## src/rtl/wash_dry_timer.sv

```systemverilog
// Wash/dry phase timer: a shared prescaler ticks the wash and dry counters, which saturate at their targets.
// Optional WASH_TIMER_REMAIN_EN macro adds the `remain` output (ticks left in the active phase).
module wash_dry_timer #(
  parameter int PRESCALE   = 4,
  parameter int CNT_W      = 8,
  parameter int WASH_TICKS = 3,
  parameter int DRY_TICKS  = 2
) (
  input  logic             clk,
  input  logic             reset,
  input  logic             clear,
  input  logic             water_pump,
  input  logic             drying_fan,
  output logic             comp_time,
`ifdef WASH_TIMER_REMAIN_EN
  output logic             comp_time2,
  output logic [CNT_W-1:0] remain
`else
  output logic             comp_time2
`endif
);

  localparam int PRE_W = (PRESCALE > 1) ? $clog2(PRESCALE) : 1;
  localparam logic [PRE_W-1:0] PRE_MAX  = PRE_W'(PRESCALE - 1);
  localparam logic [CNT_W-1:0] WASH_MAX = CNT_W'(WASH_TICKS);
  localparam logic [CNT_W-1:0] DRY_MAX  = CNT_W'(DRY_TICKS);

  logic [PRE_W-1:0] r_pre;
  logic [CNT_W-1:0] r_wash_cnt;
  logic [CNT_W-1:0] r_dry_cnt;

  logic             w_en;
  logic             w_tick;
  logic [PRE_W-1:0] w_pre_nxt;
  logic [CNT_W-1:0] w_wash_nxt;
  logic [CNT_W-1:0] w_dry_nxt;

  assign w_en   = water_pump | drying_fan;
  // With PRESCALE=1 the prescaler is stuck at 0, so every enabled cycle ticks.
  assign w_tick = w_en & (r_pre == PRE_MAX);

  always_comb begin
    w_pre_nxt  = r_pre;
    w_wash_nxt = r_wash_cnt;
    w_dry_nxt  = r_dry_cnt;
    if (w_tick) begin
      w_pre_nxt = '0;
    end else if (w_en) begin
      w_pre_nxt = r_pre + 1'b1;
    end
    if (w_tick && water_pump && (r_wash_cnt != WASH_MAX)) begin
      w_wash_nxt = r_wash_cnt + 1'b1;
    end
    if (w_tick && drying_fan && (r_dry_cnt != DRY_MAX)) begin
      w_dry_nxt = r_dry_cnt + 1'b1;
    end
  end

  always_ff @(posedge clk) begin
    if (reset || clear) begin
      r_pre      <= '0;
      r_wash_cnt <= '0;
      r_dry_cnt  <= '0;
    end else begin
      r_pre      <= w_pre_nxt;
      r_wash_cnt <= w_wash_nxt;
      r_dry_cnt  <= w_dry_nxt;
    end
  end

  // Completion flags are decoded from registers only; they hold until clear/reset.
  assign comp_time  = (r_wash_cnt == WASH_MAX);
  assign comp_time2 = (r_dry_cnt == DRY_MAX);

`ifdef WASH_TIMER_REMAIN_EN
  assign remain = drying_fan ? (DRY_MAX - r_dry_cnt) : (WASH_MAX - r_wash_cnt);
`endif

endmodule
```

## config.mk

```make
export PLATFORM = sky130hd
export DESIGN_NAME = wash_dry_timer
export DESIGN_NICKNAME = d
export VERILOG_FILES = /design/src/rtl/wash_dry_timer.sv
export SDC_FILE = /design/constraint.sdc
export NUM_CORES = 1
export LEC_CHECK = 0
export CORE_MARGIN = 1.5
export CORE_UTILIZATION = 30
export DETAILED_ROUTE_END_ITERATION = 10
export PLACE_DENSITY = 0.55
export RECOVER_POWER = 50
export SLEW_MARGIN = 10
export SYNTH_ARGS = -nofsm -noshare
export SYNTH_HDL_FRONTEND = slang
export SYNTH_SLANG_ARGS = --single-unit
```

## constraint.sdc

```tcl
create_clock -name clk -period 1.9 [get_ports clk]
set_input_delay 0.38 -clock clk [delete_from_list [all_inputs] [get_ports clk]]
set_output_delay 0.38 -clock clk [all_outputs]
set_load 0.02 [all_outputs]
```

==> impl_metrics.ini <==
[run_status]
status = completed

[sta]
period_minus_slack_ns = 1.87
fmax_mhz = 536
maximum_clock_skew_at_final_layout_ns = 0.00610
slew_at_the_pin_closest_to_its_max_slew_limit_ns = 0.331
final_min_period_over_clock_period = 0.982
final_max_slew_viol_count = 0
finalSetupViolations = 0
holdWs_ns = 0.473
grt_setup_unrepaired = yes
timing.max_slew.rel_slack = 0.779
timing.final.hold_violations = 0

[setup_path]
cp-start-kind = flip-flop
worstPathRequired_ns = 1.52
reg2regPathDepth = 6
crit_chain = inv_2, ha_1, or4b_4, nor2_4, buf_6
critical_path.reg2reg.endpoint = r_dry_cnt[0]$_SDFFE_PP0P_
timing.critical_path.max_delay_family = simple AND/OR/NAND/NOR gates
cp-startpoint = r_dry_cnt[0]$_SDFFE_PP0P_
worstPathMaxFanout = 2
crit_path_end_kind = output pin
reg2reg_slack_ns = 0.31
crit_arrival_ns = 1.49
r2r-start = r_dry_cnt[0]$_SDFFE_PP0P_
crit_slowest_cell = sky130_fd_sc_hd__or4b_4
critPathMaxStageDelay_ns = 0.48
path_class = reg -> out
cp.buffers_inverters = 2

[floorplan]
die_width_um = 57.8
die-height_um = 57.8
starting_density_of_the_core = 0.321
floorplan.core_area_mm2 = 0.00281
design.portCount = 7
core.rowCount = 19
design.die.area_mm2 = 0.00334

[placed_design]
placedInstanceArea_mm2 = 0.00112
routabilityCongestion = 0.719
dpl.hpwl_um = 1530
post-place-cells = 159
number_of_port_buffers = 6

[grt]
grt_pass1_vias = 851
globalRoute.busiestLayer = met2
global_route.usage.met3 = 0.0201
initial_antenna_violation_count = 0
grtUsageMet2 = 0.244
largest_net_degree_at_the_start_of_global_routing = 15
grt_usage = 0.139
grt.overflow.total = 0
first_pass_grt_wire_length_um = 3640
grt_util_met1 = 0.174

[drt]
detailedRoute.firstPassIterationCount = 4
vias = 890
antenna_left = 0
drt-wirelength-per-cell_um = 12.4
drc_errors = 0
route.detailed.vias_per_inst = 5.43
wl_um = 2030
first_iter_violations = 23

[final_layout]
proportion_of_layout_cells_with_a_drive_suffix_above_1 = 0.233
diodes = 0
total_number_of_nets_in_the_final_design = 143
postLayoutCoreUtil = 0.421
area_growth_from_synthesis_to_final_layout_pct = 31.4
fin_area_mm2 = 0.00118
layout.cells.non_filler = 164
footprint_of_the_multi_input_gates_um2 = 543
ff_latch_area_um2 = 362
n_fill_cell = 295

[synth]
syn_nets = 116
synth.lib_cells_used.distinct = 25
post_synth_inst_count = 107
synth-warning-count = 0
synth.ff_latch_count = 18
synthesis.area_um2 = 900
syn_avg_cell_area_um2 = 8.41
ys_seq_area_frac = 0.401

[power_and_ir_drop]
netSwitchingFraction = 0.210
net-switching-power_uw = 136
power.clock.fraction = 0.365
intPower_uw = 510
p_seq_frac = 0.589
p_leak_uw = 0.000418
cellPowerDensity_mw_per_mm2 = 546
irDropWorstVdd_mv = 0.232
p_comb_frac = 0.045

[cts]
path_clk_slew_ns = 0.11
tritoncts_clock_tree = yes
root_buffer = sky130_fd_sc_hd__clkbuf_4
later_pin_clock_latency_in_the_skew_report_ns = 0.29
cts_num_sinks = 18
clock_path_buffers = 2
number_of_levels_in_the_clock_h_tree = 1
numCtsBuffers = 3

[hold_path]
min_path_type = reg -> reg
hold_path_startpoint = r_pre[1]$_SDFFE_PP0P_
min_path_cells = 2
worstHoldEndpoint = r_pre[1]$_SDFFE_PP0P_

[flow_run]
drv.max_cap_violation_count = 0
==> area by class of cell <==
type,count,share of cell area
multi-input cells,84,0.459
inverters,3,0.00952
well taps,31,0.0328
flip-flops and latches,18,0.306
repair buffers,24,0.162
clock buffers,4,0.0307
==> flip-flops by register name, summed over array words and instances, names as in the netlist <==
register,count
r_pre,2
r_wash_cnt,8
r_dry_cnt,8
==> layer usage <==
| layer | wire [um] | share of wire |
|---|---|---|
| met1 | 999 | 0.49 |
| met3 | 48 | 0.024 |
| met4 | 16 | 0.0079 |
| met5 | 0 | 0 |
| met2 | 967 | 0.48 |
==> placed cells by master, fill, tap and decap left out, drive strengths merged, types with 3 or more instances in the layout <==
cell type and instances:
clkbuf 5, mux2i 4, o21ai 5, ha 4
nand2 15, a21oi 15, nor2 3, nand3 5
dfxtp 18, nand4 3, buf 19, or4 5
inv 3, clkdlybuf4s50 3, o31ai 5, or3 9
==> worst register-to-register path, stage by stage (launching register included) <==
cell and delay (ns):
sky130_fd_sc_hd__dfxtp_2 0.34, sky130_fd_sc_hd__inv_2 0.05, sky130_fd_sc_hd__ha_1 0.12, sky130_fd_sc_hd__or4b_4 0.48, sky130_fd_sc_hd__buf_4 0.16, sky130_fd_sc_hd__o21ba_1 0.21
sky130_fd_sc_hd__mux2i_1 0.13
==> worst max path at each step <==
stage / to / slack (ns) / cells past startpoint
3_5_place_dp: comp_time2 / -0.16 / 5
5_1_grt: comp_time2 / -0.04 / 5
6_report: comp_time2 / 0.03 / 5
2_1_floorplan: comp_time2 / 0.24 / 4
3_3_place_gp: comp_time2 / -0.14 / 5
4_1_cts: comp_time2 / 0.01 / 5
==> synth_stat cells <==
cell type,instances,share of area
sky130_fd_sc_hd__nand4_1,3,0.021
sky130_fd_sc_hd__nand3_1,5,0.028
sky130_fd_sc_hd__o31ai_1,5,0.042
sky130_fd_sc_hd__nor3_1,1,0.0056
sky130_fd_sc_hd__or3_1,9,0.063
sky130_fd_sc_hd__and2_1,1,0.0070
sky130_fd_sc_hd__nor2_1,3,0.013
sky130_fd_sc_hd__or4b_4,1,0.015
sky130_fd_sc_hd__o21ba_1,1,0.011
sky130_fd_sc_hd__inv_1,3,0.013
sky130_fd_sc_hd__clkbuf_1,2,0.0083
sky130_fd_sc_hd__nand2b_1,1,0.0070
sky130_fd_sc_hd__nand2_1,15,0.063
sky130_fd_sc_hd__o21ai_0,5,0.028
sky130_fd_sc_hd__or2_2,1,0.0070
sky130_fd_sc_hd__a211o_1,1,0.0097
sky130_fd_sc_hd__o211ai_1,1,0.0083
sky130_fd_sc_hd__nor4b_1,1,0.0097
sky130_fd_sc_hd__a21oi_1,15,0.083
sky130_fd_sc_hd__and3_1,1,0.0070
sky130_fd_sc_hd__or4_1,5,0.042
sky130_fd_sc_hd__dfxtp_1,18,0.40
sky130_fd_sc_hd__mux2i_1,4,0.045
sky130_fd_sc_hd__or3b_2,1,0.0097
sky130_fd_sc_hd__ha_1,4,0.056
==> through the flow <==
stage	setup WS (ns)	TNS, ns	total power, uW
2_1_floorplan	0.243	0	402
3_3_place_gp	-0.144	-0.167	418
3_5_place_dp	-0.161	-0.235	419
4_1_cts	0.0144	0	656
5_1_grt	-0.0361	-0.0361	678
6_report	0.0335	0	645
==> logic make-up (layout without fill, tap and decap cells) <==
group,count (synthesis),in the layout,share of synthesized area
simple gates,48,48,0.296
buf+inv,5,31,0.0209
fa+ha+maj,4,4,0.0556
mux,4,4,0.0445
compound gates,28,28,0.182
flops,18,18,0.401
==> what timing repair did <==
item | in CTS | in global routing
cloned | 0 | 0
resized for setup | 14 | 2
setup buffers | 0 | 1
setup endpoints to repair | 2 | 2
pin swaps | 1 | 0
hold buffers | 0 | 0
==> power groups by stage <==
| stage | logic [uW] | clock network (uW) | registers [uW] |
|---|---|---|---|
| 6_report | 29.3 | 236 | 380 |
| 5_1_grt | 32.0 | 265 | 381 |
| 4_1_cts | 30.0 | 245 | 380 |
| 3_5_place_dp | 30.0 | 0 | 389 |
| 3_3_place_gp | 28.8 | 0 | 389 |
| 2_1_floorplan | 13.8 | 0 | 389 |
(Power assumes the default switching activity.)
